`config.mk`:
```
export PLATFORM = sky130hd
export DESIGN_NAME = mux_sweep_ctrl
export DESIGN_NICKNAME = d
export VERILOG_FILES = /design/src/rtl/mux_sweep_ctrl.sv
export SDC_FILE = /design/constraint.sdc
export NUM_CORES = 1
export LEC_CHECK = 0
export BUFFER_PORTS_ARGS = -buffer_cell sky130_fd_sc_hd__clkbuf_2
export CAP_MARGIN = 20
export CELL_PAD_IN_SITES_DETAIL_PLACEMENT = 1
export CELL_PAD_IN_SITES_GLOBAL_PLACEMENT = 2
export CORE_ASPECT_RATIO = 0.6
export CORE_MARGIN = 2
export CORE_UTILIZATION = 32
export CTS_BUF_LIST = sky130_fd_sc_hd__clkbuf_16
export CTS_CLUSTER_DIAMETER = 150
export DETAILED_ROUTE_END_ITERATION = 16
export MAX_ROUTING_LAYER = met4
export PLACE_DENSITY_LB_ADDON = 0.1
export RECOVER_POWER = 25
export SYNTH_ARGS = -nofsm -noshare
export SYNTH_HDL_FRONTEND = slang
export SYNTH_SLANG_ARGS = --single-unit
```
`constraint.sdc`:
```
create_clock -name clk -period 2.38 [get_ports clk]
set_input_delay 0.476 -clock clk [delete_from_list [all_inputs] [get_ports clk]]
set_output_delay 0.476 -clock clk [all_outputs]
set_load 0.1 [all_outputs]
```
`src/rtl/mux_sweep_ctrl.sv`:
```
// Sweep sequencer for a 2**SEL_W-lane read mux: steps sel from first_sel to last_sel (wrapping)
// and streams {index, lane value} over valid/ready. Define SWEEP_SKIP_ZERO_EN to suppress zero-valued lanes.
module mux_sweep_ctrl #(
  parameter int SEL_W  = 8,
  parameter int DATA_W = 4
) (
  input  logic              clk,
  input  logic              rst_n,
  input  logic              start,
  input  logic              abort,
  input  logic [SEL_W-1:0]  first_sel,
  input  logic [SEL_W-1:0]  last_sel,
  output logic [SEL_W-1:0]  sel,
  input  logic [DATA_W-1:0] mux_out,
  output logic              out_valid,
  input  logic              out_ready,
  output logic [SEL_W-1:0]  out_idx,
  output logic [DATA_W-1:0] out_data,
  output logic              busy,
  output logic              done
);

  typedef enum logic [1:0] {IDLE, RUN, DRAIN} state_t;

  state_t              state_reg, state_next;
  logic [SEL_W-1:0]    sel_reg, sel_next;
  logic [SEL_W-1:0]    last_reg, last_next;
  logic                out_valid_reg, out_valid_next;
  logic [SEL_W-1:0]    out_idx_reg, out_idx_next;
  logic [DATA_W-1:0]   out_data_reg, out_data_next;
  logic                done_reg, done_next;
  logic                load;

  // The output register can take a new element when empty or being drained this cycle.
  assign load = !out_valid_reg || out_ready;

  always_ff @(posedge clk or negedge rst_n) begin
    if (!rst_n) begin
      state_reg     <= IDLE;
      sel_reg       <= '0;
      last_reg      <= '0;
      out_valid_reg <= 1'b0;
      out_idx_reg   <= '0;
      out_data_reg  <= '0;
      done_reg      <= 1'b0;
    end else begin
      state_reg     <= state_next;
      sel_reg       <= sel_next;
      last_reg      <= last_next;
      out_valid_reg <= out_valid_next;
      out_idx_reg   <= out_idx_next;
      out_data_reg  <= out_data_next;
      done_reg      <= done_next;
    end
  end

  always_comb begin
    state_next     = state_reg;
    sel_next       = sel_reg;
    last_next      = last_reg;
    out_valid_next = out_valid_reg;
    out_idx_next   = out_idx_reg;
    out_data_next  = out_data_reg;
    done_next      = 1'b0;
    case (state_reg)
      IDLE: begin
        if (start && !abort) begin
          sel_next   = first_sel;
          last_next  = last_sel;
          state_next = RUN;
        end
      end
      RUN: begin
        if (abort) begin
          out_valid_next = 1'b0;
          state_next     = IDLE;
        end else if (load) begin
`ifdef SWEEP_SKIP_ZERO_EN
          // A zero lane still consumes a step but presents nothing.
          if (mux_out == '0) begin
            out_valid_next = 1'b0;
          end else begin
            out_valid_next = 1'b1;
            out_idx_next   = sel_reg;
            out_data_next  = mux_out;
          end
`else
          out_valid_next = 1'b1;
          out_idx_next   = sel_reg;
          out_data_next  = mux_out;
`endif
          if (sel_reg == last_reg) begin
            state_next = DRAIN;
          end else begin
            sel_next = sel_reg + SEL_W'(1);
          end
        end
      end
      DRAIN: begin
        if (abort) begin
          out_valid_next = 1'b0;
          state_next     = IDLE;
        end else if (load) begin
          out_valid_next = 1'b0;
          done_next      = 1'b1;
          state_next     = IDLE;
        end
      end
      default: state_next = IDLE;
    endcase
  end

  assign sel       = sel_reg;
  assign out_valid = out_valid_reg;
  assign out_idx   = out_idx_reg;
  assign out_data  = out_data_reg;
  assign done      = done_reg;
  assign busy      = (state_reg != IDLE);

endmodule

```
# Word-level counts from Yosys, hierarchy flattened
# Cells that the tools add are included.
word_totals:
  reg_bits: 32
  out_inout_bits: 23
  elab_cells: 52
op_classes:
  addsub: 1
  eq_ne: 10
  muxes: 20
  bitwise_logic: 1
  n_reduce_logical: 13
ops:
  columns: ["cell", "count"]
  rows:
  - ["$mux W8", 4]
  - ["$pmux W8 S2", 1]
  - ["$mux W2", 6]
  - ["$ne A3 B3 Y1 const B", 3]
  - ["$add A8 B1 Y8 const B", 1]
  - ["$eq A8 B8 Y1", 1]
  - ["$ne A2 B2 Y1 const B", 4]
  - ["$mux W1", 7]
  - ["$pmux W2 S3", 1]
  - ["$reduce_and A3 Y1", 2]
  - ["$reduce_bool A2 Y1", 3]
  - ["$reduce_and A5 Y1", 1]
  - ["$reduce_and A4 Y1", 1]
  - ["$eq A2 B1 Y1 const B", 1]
  - ["$eq A2 B2 Y1 const B", 1]
  - ["$logic_not A1 Y1", 2]
  - ["$logic_not A2 Y1", 1]
  - ["$pmux W1 S2", 1]
  - ["$reduce_and A2 Y1", 1]
  - ["$logic_and A1 B1 Y1", 1]
  - ["$logic_or A1 B1 Y1", 1]
  - ["$not A1 Y1", 1]

# Depth between registers and ports, before layout
logic_depth:
  word_depth: 5
  depth_mapped: 6

# Worst setup path before layout
# Ideal clock, no wire load.
synth_timing:
  path_kind: "reg-to-reg"
  start: "reg sel_reg[2] (netlist: sel[2])"
  end: "reg state_reg[1]"
  setup_ns: 0.077
  arrival_time_ns: 2.076
  t_required_ns: 2.303
  path_slack_ns: 0.227
  stages_incl_launch_ff: 7
  n_path_buf: 1
  period_less_slack_ns: 2.153
  path_cell_list: "dfrtp_1 buf_6 xnor2_2 nand4_2 or2_1 or3_1 a21oi_1"
synth_via:
  elab_chain_cells: 3
synth_rtl:
  columns: ["element", "line", "text"]
  rows:
  - ["from (decl)", "26", "logic [SEL_W-1:0] sel_reg, sel_next;"]
  - ["from (signal assigned)", "48", "sel_reg <= sel_next;"]
  - ["$eq A8 B8 Y1", "92", "if (sel_reg == last_reg) begin"]
  - ["$ne A3 B3 Y1 (no line)", null, null]
  - ["$reduce_and A4 Y1 (no line)", null, null]
  - ["to (signal assigned)", "47", "state_reg <= state_next;"]
  - ["to (decl)", "25", "state_t state_reg, state_next;"]
# No other way between the ends.
# A chain may end at the register's enable or synchronous reset.

# Final worst setup path
layout_timing:
  start: "reg out_valid_reg (netlist: out_valid)"
  end: "reg sel_reg[6] (netlist: sel[6])"
layout_via:
  elab_chain_cells: 4
layout_rtl:
  columns: ["element", "line", "text"]
  rows:
  - ["from (decl)", "28", "logic out_valid_reg, out_valid_next;"]
  - ["from (signal assigned)", "50", "out_valid_reg <= out_valid_next;"]
  - ["$logic_not A1 Y1", "35", "assign load = !out_valid_reg || out_ready;"]
  - ["$logic_or A1 B1 Y1", "35", null]
  - ["$ne A2 B2 Y1 (no line)", null, null]
  - ["$reduce_and A5 Y1 (no line)", null, null]
# No other way between the ends.

==> results.ini <==
[floorplan]
ios=48
rows=20
die_area_um2=5670
core_um2=4980
die_h_um=59.1
die_x_um=95.9
initial_core_util_pct=32.6

[finish]
syn_to_final_growth_pct=28.5
drive_above_1_share_pct=29.0
final_nets=256
fill_cells=611
multi_input_area_um2=751
seq_area_um2=801
antenna_cells=0
finish.utilization_pct=41.8

[clock_tree]
clock-sinks=32
cts_tree=yes
cts_buffer_depth=2
cts_hold_buf=0
root_buffer=clkbuf_16
clkSlewWorstSetupHoldPaths_ns=0.06
clk_latency_ns=0.28
post_cts_buffers=0
cts_resized=0
htreeDepth=2
cts_inserted_buffers=5

[outcome]
violations=max-capacitance violations, max-slew violations
status=finished, violations left

[power]
intPower_mw=1.48
clkPwrFrac_pct=22.6
powerDensity_nw_per_um2=1510
combPwrFrac_pct=49.7
switching_power_mw=1.68
vdd_drop_max_v=0.000917
p_leak_nw=1.03
power_frac_seq_pct=27.7
switching_share_pct=53.1

[grt]
grt_overflow=0
grt_max_degree=33
antenna_found_initial=0
grt_usage_pct=18.9
grt_pass1_vias=1524
grt_pass1_wl_um=7690

[synth]
async_reset_ff_share_pct=100
synthesis.nets=205
seq_area_frac_synth_pct=49.4
yosysWarnings=0
netlist.area_leader.share_pct=49.4
synth_edf_count=0
synth_cells=179
syn_avg_cell_area_um2=9.06
synth_top_cell_by_area=dfrtp_1
synth.area.top_cells=dfrtp_1 49%, nand2_1 16%, xnor2_1 3.8%
ys_types=40
ys_ff_latch=32
ys.flop_type=dfrtp_1
syn_area_um2=1620

[critical_path]
crit_path_max_fanout=7
worstSetupPathType=reg -> reg
crit_arrival_ns=2.14
r2r_slack_ns=0.44
worstPathRequired_ns=2.58
cp-start-kind=flop
critPathCaptureType=flop

[timing]
rsz0062_at_grt=no
worst_slack_ns=0.441
finalSetupViolCount=0
slew_headroom_pct=-20.8
setup_tns_ns=0
drv_slew=33
min_period_ns=1.94
skew_ns=0.00801
fmax_mhz=516
hold_viol=0
period_share_pct=81.5
worstMarginPinSlew_ns=1.81

[route]
wl_per_cell_um=15.2
routed_via_density=4.93
drt_wl_total_um=4530
vias=1463
postRouteAntennaNets=0
drc=0
drt_iter0_drc=80
firstDrtPassIters=4

[placement]
io_buffers=47
dpl_worst_slack_ns=0.366
hpwlAfterDp_um=3320
place.gp.congestion=0.822

[job]
max_cap_viol_count=1

[worst_hold_path]
min_path_type=in -> reg

worst max-delay path, stage by stage, from the launching register on:
cell	delay, ns
dfrtp_1	0.41
nor2b_1	0.14
buf_4	0.15
nor3_2	0.48
o21a_1	0.35
o221ai_1	0.16
a21oi_1	0.17
cells in the mapped netlist (all sizes together), types with 3 or more instances:
master  count
o21ai       7
buf         6
nor2        3
xnor2       8
nand3       7
nand4       3
nor3        4
clkbuf      4
o221ai      3
dfrtp      32
nand2      68
a21oi       8
logic make-up after synthesis:
| family | after synthesis | share of synthesized area, % |
|---|---|---|
| AND/OR/NAND/NOR | 100 | 28.6 |
| flip-flops | 32 | 49.4 |
| AO/OA/AOI/OAI | 28 | 12.1 |
| buffers and inverters | 10 | 4.32 |
| XOR/XNOR | 8 | 4.78 |
| adder cells (fa/ha/maj) | 1 | 0.771 |
path summary, 6_finish.rpt:
check / start / end / cells after the start
worst max-delay path: out_valid / sel[6] / 6
worst min-delay path: last_sel[0] / last_reg[0] / 3
worst max register to register: out_valid / sel[6] / 6
worst min register to register: out_idx[6] / out_idx[6] / 2
max in group asynchronous: rst_n / sel[2] / 1
min in group asynchronous: rst_n / sel[1] / 1
cell usage in the layout (no fill, tap or decap), types with 2 or more instances in the layout:
cell / count
nand2_1: 68
clkbuf_2: 46
dfrtp_1: 32
a21oi_1: 8
xnor2_1: 7
nand3_1: 7
buf_4: 7
o21ai_0: 5
clkbuf_16: 5
o221ai_1: 3
nor3_1: 3
nor2_1: 3
nor2b_1: 2
nand4_1: 2
and3_1: 2
or3_1: 2
a311oi_1: 2
clkinv_1: 2
metrics by stage:
stage          std cells  instance area [µm²]  power [mW]  hold slack, ns
5_1_grt              297                 2080        3.32           0.400
6_report             297                 2080        3.15           0.383
3_5_place_dp         289                 1920        2.46           0.470
4_1_cts              297                 2080        3.19           0.331
2_1_floorplan        179                 1620        2.17           0.180
3_3_place_gp         289                 1920        2.43           0.457
layout make-up:
type / count / share of cell area, %
Clock buffer: 5 / 6.01
Clock inverter: 3 / 1.80
Multi-Input combinational cell: 137 / 36.0
Sequential cell: 32 / 38.4
Tap cell: 66 / 3.96
Timing Repair Buffer: 54 / 13.8
power by group through the flow:
stage	clock, mW	combinational (mW)	sequential (mW)
finish	0.714	1.57	0.874
CTS	0.732	1.58	0.877
detailed placement	0	1.57	0.884
global route	0.758	1.66	0.903
floorplan	0	0.383	1.79
global placement	0	1.56	0.873
routing by layer:
layer  up-vias  wire length, µm  global-route usage (%)
met3         7              206                    3.94
met2        36             2000                    28.8
met4         0               89                    7.96
met1       704             2230                    24.8
met5         -                0                       -
li1        716                -                       -
(Power assumes the default switching activity.)
